`src/rtl/stream_pkg.sv`:
```
// Shared definitions for the stream transmit path: byte width and hold-FSM state encodings.
// The GAP state exists only when STREAM_HOLD_TX_GAP_EN is defined.
package stream_pkg;

  localparam int unsigned STREAM_DW = 8;

`ifdef STREAM_HOLD_TX_GAP_EN
  typedef enum logic [1:0] {
    ST_IDLE = 2'd0,
    ST_HOLD = 2'd1,
    ST_GAP  = 2'd2
  } state_t;
`else
  typedef enum logic [1:0] {
    ST_IDLE = 2'd0,
    ST_HOLD = 2'd1
  } state_t;
`endif

endpackage

```
`src/rtl/stream_fifo.sv`:
```
// Synchronous FIFO with show-ahead read data; pointers carry an extra MSB
// so full and empty are distinguished from registered state alone.
module stream_fifo #(
  parameter int unsigned ADDR_W = 2,
  parameter int unsigned WIDTH  = 8
) (
  input  logic              clk,
  input  logic              rst,
  input  logic              wr_en,
  input  logic [WIDTH-1:0]  wr_data,
  input  logic              rd_en,
  output logic [WIDTH-1:0]  rd_data,
  output logic              full,
  output logic              empty,
  output logic [ADDR_W:0]   level
);

  localparam int unsigned DEPTH = 2 ** ADDR_W;

  logic [WIDTH-1:0] mem [DEPTH];
  logic [ADDR_W:0]  wr_ptr;
  logic [ADDR_W:0]  rd_ptr;
  logic             do_wr;
  logic             do_rd;

  assign do_wr = wr_en && !full;
  assign do_rd = rd_en && !empty;

  always_ff @(posedge clk or posedge rst) begin
    if (rst) begin
      wr_ptr <= '0;
      rd_ptr <= '0;
    end else begin
      if (do_wr) wr_ptr <= wr_ptr + 1'b1;
      if (do_rd) rd_ptr <= rd_ptr + 1'b1;
    end
  end

  always_ff @(posedge clk) begin
    if (do_wr) mem[wr_ptr[ADDR_W-1:0]] <= wr_data;
  end

  assign rd_data = mem[rd_ptr[ADDR_W-1:0]];
  assign empty   = (wr_ptr == rd_ptr);
  assign full    = (wr_ptr[ADDR_W] != rd_ptr[ADDR_W]) &&
                   (wr_ptr[ADDR_W-1:0] == rd_ptr[ADDR_W-1:0]);
  assign level   = wr_ptr - rd_ptr;

endmodule

```
`src/rtl/stream_hold_tx.sv`:
```
// Buffers upstream bytes and presents each one with valid_out high for HOLD_CYCLES cycles.
// Define STREAM_HOLD_TX_GAP_EN to insert one valid-low GAP cycle after every byte.
module stream_hold_tx
  import stream_pkg::*;
#(
  parameter int unsigned ADDR_W      = 2,
  parameter int unsigned HOLD_CYCLES = 3
) (
  input  logic                 clk,
  input  logic                 rst,
  input  logic [STREAM_DW-1:0] in_data,
  input  logic                 in_valid,
  output logic                 in_ready,
  output logic [STREAM_DW-1:0] data_out,
  output logic                 valid_out,
  output logic [ADDR_W:0]      fifo_level,
  output logic                 busy
);

  localparam logic [3:0] HOLD_LAST = 4'(HOLD_CYCLES - 1);

  state_t               state_q, state_d;
  logic [3:0]           hold_q, hold_d;
  logic [STREAM_DW-1:0] data_q, data_d;
  logic                 valid_q, valid_d;

  logic                 fifo_full;
  logic                 fifo_empty;
  logic [STREAM_DW-1:0] fifo_rd_data;
  logic                 wr_en;
  logic                 pop;
  logic                 load;

  assign in_ready = !fifo_full && !rst;
  assign wr_en    = in_valid && in_ready;

  stream_fifo #(
    .ADDR_W (ADDR_W),
    .WIDTH  (STREAM_DW)
  ) u_fifo (
    .clk     (clk),
    .rst     (rst),
    .wr_en   (wr_en),
    .wr_data (in_data),
    .rd_en   (pop),
    .rd_data (fifo_rd_data),
    .full    (fifo_full),
    .empty   (fifo_empty),
    .level   (fifo_level)
  );

  always_ff @(posedge clk or posedge rst) begin
    if (rst) begin
      state_q <= ST_IDLE;
      hold_q  <= '0;
      data_q  <= '0;
      valid_q <= 1'b0;
    end else begin
      state_q <= state_d;
      hold_q  <= hold_d;
      data_q  <= data_d;
      valid_q <= valid_d;
    end
  end

  // Every path that starts a new byte goes through 'load', so the pop,
  // data capture and counter clear happen in exactly one place.
  always_comb begin
    state_d = state_q;
    hold_d  = hold_q;
    data_d  = data_q;
    valid_d = valid_q;
    pop     = 1'b0;
    load    = 1'b0;

    case (state_q)
      ST_IDLE: begin
        valid_d = 1'b0;
        load    = !fifo_empty;
      end
      ST_HOLD: begin
        if (hold_q == HOLD_LAST) begin
          hold_d = '0;
`ifdef STREAM_HOLD_TX_GAP_EN
          state_d = ST_GAP;
          valid_d = 1'b0;
`else
          if (fifo_empty) begin
            state_d = ST_IDLE;
            valid_d = 1'b0;
          end else begin
            load = 1'b1;
          end
`endif
        end else begin
          hold_d = hold_q + 4'd1;
        end
      end
`ifdef STREAM_HOLD_TX_GAP_EN
      ST_GAP: begin
        valid_d = 1'b0;
        if (fifo_empty) state_d = ST_IDLE;
        else            load    = 1'b1;
      end
`endif
      default: begin
        state_d = ST_IDLE;
        valid_d = 1'b0;
      end
    endcase

    if (load) begin
      pop     = 1'b1;
      data_d  = fifo_rd_data;
      valid_d = 1'b1;
      hold_d  = '0;
      state_d = ST_HOLD;
    end
  end

  assign data_out  = data_q;
  assign valid_out = valid_q;
  assign busy      = (state_q != ST_IDLE) || (fifo_level != '0);

endmodule

```
`config.mk`:
```
export PLATFORM = sky130hd
export DESIGN_NAME = stream_hold_tx
export DESIGN_NICKNAME = d
export VERILOG_FILES = /design/src/rtl/stream_pkg.sv /design/src/rtl/stream_fifo.sv /design/src/rtl/stream_hold_tx.sv
export SDC_FILE = /design/constraint.sdc
export NUM_CORES = 1
export LEC_CHECK = 0
export ABC_AREA = 1
export CAP_MARGIN = 20
export CORE_MARGIN = 2
export CORE_UTILIZATION = 56
export DETAILED_ROUTE_END_ITERATION = 16
export PLACE_DENSITY = 0.76
export SYNTH_ARGS = -nofsm -noshare
export SYNTH_HDL_FRONTEND = slang
export SYNTH_SLANG_ARGS = --single-unit
export TNS_END_PERCENT = 10
```
`constraint.sdc`:
```
create_clock -name clk -period 3.2 [get_ports clk]
set_clock_uncertainty 0.05 [all_clocks]
set_input_delay 0.48 -clock clk [delete_from_list [all_inputs] [get_ports clk]]
set_output_delay 0.48 -clock clk [all_outputs]
set_load 0.005 [all_outputs]
```
==> impl_results.md, run 1 <==
- Final period util: 0.872
- First-pass GRT wire length: 7.33 mm
- Synth warnings: 0
- PostCTS Resize Cnt: 0
- Iter 0 DRT Violations: 76
- Fin cells: 343
- Via Count: 1651
- GRT overflow: 0
- Slew headroom: 0.687
- Distinct cells, synth: 24
- Layout cells sized above 1: 0.0717
- Pwr per Cell Area: 904 nW/um^2
- Largest net degree at the start of global routing: 36
- Final ANT Viol Nets: 0
- Setup Viol. Count Final: 0
- Hold path depth: 2
- Worst Path Buf+Inv: 3
- Clock power share: 0.152
- WP depth: 6
- Antenna violations before repair: 0
- Worst skew pair latency: 300 ps
- Clk buf depth: 2
- Register area share after synthesis: 0.601
- Number of CTS-inserted buffers: 5
- Max_cap viols: 0
- Post-route DRC: 0
- Comb pwr share: 0.456
- Synth Register Bits: 52
- Row cnt: 23
- Crit start category: flop
- CP max-delay cell: dfrtp_1
- DPL Wire Length: 2.91 mm
- Critical path class: reg2out
- Number of port buffers: 24
- Flop-to-flop setup slack: 840 ps
- Max Fclk: 358 MHz
- Final instance area: 2830 um^2
- Drt first pass iters: 4
- Filler instances: 331
- Worst Path Max Fanout: 12
- Root Buffer: clkbuf_8
- Setup TNS: 0 ps
- Die area: 4890 um^2
- CP max stage delay: 650 ps
- Post-CTS setup buffers: 0
- Commonest non-fill, non-tap cells in the layout: nand2_1 (97), nor2_1 (36), inv_1 (33)
- Worst path required time: 2670 ps
- Final core utilization: 0.693
- WL per Instance: 12.1 um
- WP data arrival: 2260 ps
- RSZ-0062 raised after global routing: no
- GPL Wtd Cong: 0.857
- Mapped Area: 2430 um^2
- Vias in the first global route: 1629
- Hold Buf Count CTS: 0
- Worst-path clk slew: 100 ps
- Die Width: 69.9 um
- DP Worst Slack: 751 ps
- CTS tree: done
- GRT Overall Usage: 0.191
- CP endpoint kind: output pin
- Switching share of power: 0.388
- Leakage dissipation: 0.00135 uW
- Syn nets: 282
- Most common cell after layout, fill and taps aside: nand2_1
- Worst reg2reg path depth: 8
- Vias/cell: 4.81
- Die Span Y: 69.9 um
- RR Endpoint: u_fifo.mem[3][0]$_DFFE_PP_
- Nets: 313
- Final WS setup: 410 ps
- RR Startpoint: u_fifo.rd_ptr[1]$_DFFE_PP0P_
- Delay-heaviest family, CP: buffers and inverters
- HP Class: reg2reg
- Cell total after placement: 335
- Starting density of the core: 0.596
- Hold endpoint: valid_out$_DFFE_PP0P_
- Drt total wl: 4.16 mm
- Psw: 994 uW
- Reg power frac: 0.392
- H-tree depth: 2
- Antenna Cells: 0
- CP cell instances: inv_2 -> ha_1 -> nand2_1 -> inv_1 -> a31oi_1 -> clkdlybuf4s50_1
- Mean area per synthesized cell: 9.32 um^2
- Final Critical Period: 2790 ps
- Slew Limit Fails: 0
- Mapped Cells: 261
- Worst Tran Pin Value: 470 ps
- Internal power: 1570 uW
- Core Box Area: 4090 um^2
- Clk sink count: 52
- Hold Startpoint: valid_out$_DFFE_PP0P_
- Area post-placement: 2740 um^2
- Status: completed
- Final Hold Fails: 0
- Area Growth Syn to Fin: 16.4%
- Top Ports: 25
- VDD IR-drop max: 0.000456 V
## through the flow
| step | power, uW | hold slack (ps) |
|---|---|---|
| finish | 2560 | 427 |
| global route | 2800 | 459 |
| CTS | 2580 | 431 |
| floorplan | 1800 | 415 |
| global placement | 2160 | 406 |
| detailed placement | 2200 | 408 |
## area by class of cell
cell class              instances  area [um^2]  area share
inverters                      35          131      0.0464
flip-flops and latches         52         1460       0.516
well taps                      50         62.6      0.0221
repair buffers                 30          285       0.101
clock inverters                 2         13.8     0.00486
multi-input cells             168          796       0.281
clock buffers                   6         82.6      0.0292
## power by group through the flow
stage	logic [uW]	clock network (uW)	registers (uW)
finish	1170	388	1000
global route	1350	428	1030
CTS	1190	393	1000
detailed placement	1180	0	1020
global placement	1150	0	1010
floorplan	808	0	988
## cells by family after synthesis
kind of cell / after synthesis / synth area share
buffers and inverters: 41 / 0.0725
adder cells (fa/ha/maj): 10 / 0.0545
AND/OR/NAND/NOR: 149 / 0.249
XOR/XNOR: 3 / 0.0108
flip-flops: 52 / 0.601
AO/OA/AOI/OAI: 6 / 0.0129
## Yosys cell counts
library cell | instances | area [um^2]
nor2_1 | 36 | 135
nand3_1 | 5 | 25.0
nand2_1 | 97 | 364
dfrtp_1 | 20 | 500
nand4_1 | 4 | 25.0
fa_1 | 1 | 20.0
nand2_2 | 1 | 6.26
xor2_1 | 2 | 17.5
buf_2 | 3 | 15.0
xnor2_1 | 1 | 8.76
buf_4 | 2 | 15.0
edfxtp_1 | 32 | 961
inv_1 | 33 | 124
nor3_1 | 1 | 5.00
a21oi_1 | 2 | 10.0
o21ai_0 | 3 | 15.0
a31oi_1 | 1 | 6.26
nand2_4 | 1 | 11.3
nor2_2 | 1 | 6.26
buf_8 | 1 | 15.0
ha_1 | 9 | 113
nand3b_1 | 1 | 7.51
inv_2 | 2 | 7.51
nand3_2 | 2 | 20.0
## sequential cells by signal (all words and copies together), names as in the netlist
signal / count
u_fifo.wr_ptr: 3
state_q: 1
hold_q: 4
u_fifo.rd_ptr: 3
valid_out: 1
data_out: 8
u_fifo.mem: 32
## metal layers
| layer | wire length [um] | track usage | up-vias |
|---|---|---|---|
| met3 | 144 | 0.0274 | 4 |
| li1 | - | - | 872 |
| met5 | 0 | 0 | - |
| met2 | 2110 | 0.333 | 30 |
| met4 | 35 | 0.0556 | 0 |
| met1 | 1870 | 0.249 | 745 |
## worst reg2reg max path, delay by kind of cell (launching register included)
family	cells	cell delay, ps
and+or+nand+nor	4	550
DFF	1	650
adders and majority gates	1	340
buffers and inverters	3	480
## worst max-delay path by stage
stage                                  to  slack [ps]                    startpoint
5_1_grt                          in_ready         250  u_fifo.rd_ptr[1]$_DFFE_PP0P_
4_1_cts                          in_ready         410  u_fifo.rd_ptr[1]$_DFFE_PP0P_
3_5_place_dp                     in_ready         750  u_fifo.rd_ptr[1]$_DFFE_PP0P_
6_report                         in_ready         410  u_fifo.rd_ptr[1]$_DFFE_PP0P_
3_3_place_gp                     in_ready         770  u_fifo.rd_ptr[1]$_DFFE_PP0P_
2_1_floorplan  u_fifo.mem[0][0]$_DFFE_PP_        1040  u_fifo.rd_ptr[1]$_DFFE_PP0P_
No activity file was read; power rests on OpenSTA's default activity.
==> run 2: changes to the inputs <==
- DONT_BUFFER_PORTS: unset -> 1
- PLACE_DENSITY: 0.76 -> 0.68
==> run 2 against run 1 <==
Worst hold slack worse by 330 ps. Register-to-register slack worse by 96 ps. First-iteration DRC count up 14%. Combinational power down 21%. Critical path depth up 1. Die area unchanged. Total power down 8.5%. Flip-flop and latch count unchanged. Count of clock-buffer cells in the layout down 1. Worst setup slack better by 330 ps. Maximum frequency up 14%. Sequential share of layout area up 5.3 points.
==> impl_results.md, run 2 (synthesized netlist as in run 1, its figures left out) <==
- PostCTS Resize Cnt: 0 (unchanged)
- Pwr per Cell Area: 912 nW/um^2 (+0.93%)
- Final Critical Period: 2460 ps (-334 ps)
- Vias in the first global route: 1412 (-13%)
- RSZ-0062 raised after global routing: no
- Antenna violations before repair: 0 (unchanged)
- GPL Wtd Cong: 0.896 (+4.6%)
- Final Hold Fails: 0 (unchanged)
- Final period util: 0.767 (-0.104)
- Post-route DRC: 0 (unchanged)
- Starting density of the core: 0.596 (unchanged)
- Die Span Y: 69.9 um (unchanged)
- Slew headroom: 0.575 (-0.112)
- Slew Limit Fails: 0 (unchanged)
- Seq. cell area: 1460 um^2 (unchanged)
- Antenna Cells: 0 (unchanged)
- VDD IR-drop max: 0.000428 V (-6.2%)
- Die area: 4890 um^2 (unchanged)
- Hold Buf Count CTS: 0 (unchanged)
- Post-CTS setup buffers: 0 (unchanged)
- WL per Instance: 14.2 um (+17%)
- Critical path class: reg2reg
- RR Endpoint: u_fifo.mem[0][2]$_DFFE_PP_
- Filler instances: 346 (+4.5%)
- DPL Wire Length: 3.32 mm (+14%)
- Final ANT Viol Nets: 0 (unchanged)
- Vias/cell: 4.89 (+1.6%)
- Flop-to-flop setup slack: 740 ps (-100 ps)
- Row cnt: 23 (unchanged)
- Setup TNS: 0 ps (unchanged)
- Root Buffer: clkbuf_8
- CTS tree: done
- Commonest non-fill, non-tap cells in the layout: nand2_1 (97), nor2_1 (36), inv_1 (33)
- GRT Overall Usage: 0.198 (+0.00732)
- Status: completed
- Largest net degree at the start of global routing: 36 (unchanged)
- Nets: 285 (-8.9%)
- Worst-path clk slew: 110 ps (about the same)
- DP Worst Slack: 748 ps (-2.22 ps)
- Max_cap viols: 0 (unchanged)
- WP data arrival: 2360 ps (+100 ps)
- Final instance area: 2570 um^2 (-9.3%)
- Worst path required time: 3100 ps (+430 ps)
- Clk buf depth: 2 (unchanged)
- Via Count: 1541 (-6.7%)
- Area Growth Syn to Fin: 5.55%
- Number of CTS-inserted buffers: 5 (unchanged)
- HP Class: in2async
- Final WS setup: 744 ps (+334 ps)
- Layout cells sized above 1: 0.0642 (-0.00752)
- Leakage dissipation: 0.00123 uW (-8.5%)
- Final core utilization: 0.629 (-0.0646)
- Top Ports: 25 (unchanged)
- Worst Path Max Fanout: 12 (unchanged)
- Max Fclk: 407 MHz (+14%)
- Drt first pass iters: 4 (unchanged)
- Number of port buffers: 0 (-100%)
- Crit start category: flop
- GRT overflow: 0 (unchanged)
- Area post-placement: 2470 um^2 (-9.9%)
- Worst reg2reg path depth: 7 (-1)
- Die Width: 69.9 um (unchanged)
- Core Box Area: 4090 um^2 (unchanged)
- First-pass GRT wire length: 7.28 mm (-0.75%)
- Setup Viol. Count Final: 0 (unchanged)
- Drt total wl: 4.48 mm (+7.7%)
- H-tree depth: 2 (unchanged)
- Multi-input combinational cell area: 796 um^2 (unchanged)
- Most common cell after layout, fill and taps aside: nand2_1
- RR Startpoint: u_fifo.rd_ptr[1]$_DFFE_PP0P_
- Worst Hold Margin: 93.6 ps (-333 ps)
- Worst Tran Pin Value: 635 ps (+166 ps)
- Max reg flops: 32 (unchanged)
- Clk sink count: 52 (unchanged)
- Iter 0 DRT Violations: 87 (+14%)
- CP endpoint kind: flop
- Worst skew pair latency: 310 ps (about the same)
[run 2: changes by cell type in the layout (fill, tap and decap cells not counted)]
cell	delta
clkdlybuf4s50_1	-24
buf_4	-4
clkbuf_8	-1
clkinv_2	-1
clkinv_4	+1
clkinv_8	+1
[run 2: worst max-delay path by stage]
stage | startpoint | to | slack, ps | depth (start not counted)
after floorplan | u_fifo.rd_ptr[1]$_DFFE_PP0P_ | u_fifo.mem[0][0]$_DFFE_PP_ | 1040 | 8
after detailed placement | u_fifo.rd_ptr[1]$_DFFE_PP0P_ | u_fifo.mem[3][3]$_DFFE_PP_ | 750 | 7
after global routing | u_fifo.rd_ptr[1]$_DFFE_PP0P_ | u_fifo.mem[0][2]$_DFFE_PP_ | 550 | 7
after global placement | u_fifo.rd_ptr[1]$_DFFE_PP0P_ | u_fifo.mem[1][4]$_DFFE_PP_ | 790 | 7
after CTS | u_fifo.rd_ptr[1]$_DFFE_PP0P_ | u_fifo.mem[0][2]$_DFFE_PP_ | 710 | 7
final | u_fifo.rd_ptr[1]$_DFFE_PP0P_ | u_fifo.mem[0][2]$_DFFE_PP_ | 740 | 7
[run 2: report_power, final]
part / switching (uW) / internal (uW)
clock network: 237 / 165
registers: 134 / 884
logic: 619 / 303
total: 991 / 1350
[run 2: metal layers]
| layer | global-route usage | vias to the layer above | part of all wire |
|---|---|---|---|
| met5 | 0 | - | 0 |
| met4 | 0.0812 | 0 | 0.026 |
| met3 | 0.0664 | 10 | 0.063 |
| met2 | 0.280 | 45 | 0.43 |
| met1 | 0.283 | 672 | 0.49 |
| li1 | - | 814 | - |
[run 2: stage by stage]
step           instances  total power [uW]
2_1_floorplan        261              1800
3_3_place_gp         307              1940
3_5_place_dp         307              1960
4_1_cts              315              2360
5_1_grt              315              2550
6_report             315              2340
[run 2: critical path, stage by stage (launching register included)]
cell,delay (ps)
dfrtp_1,590
inv_2,150
ha_1,310
nand2_1,60
inv_1,80
nand3_1,150
nand3_2,170
nor2_1,530
[run 2: final cells by class]
type,count,share of cell area
flip-flops and latches,52,0.569
multi-input cells,168,0.310
inverters,35,0.0511
clock buffers,5,0.0268
well taps,50,0.0244
clock inverters,3,0.0132
repair buffers,2,0.00585
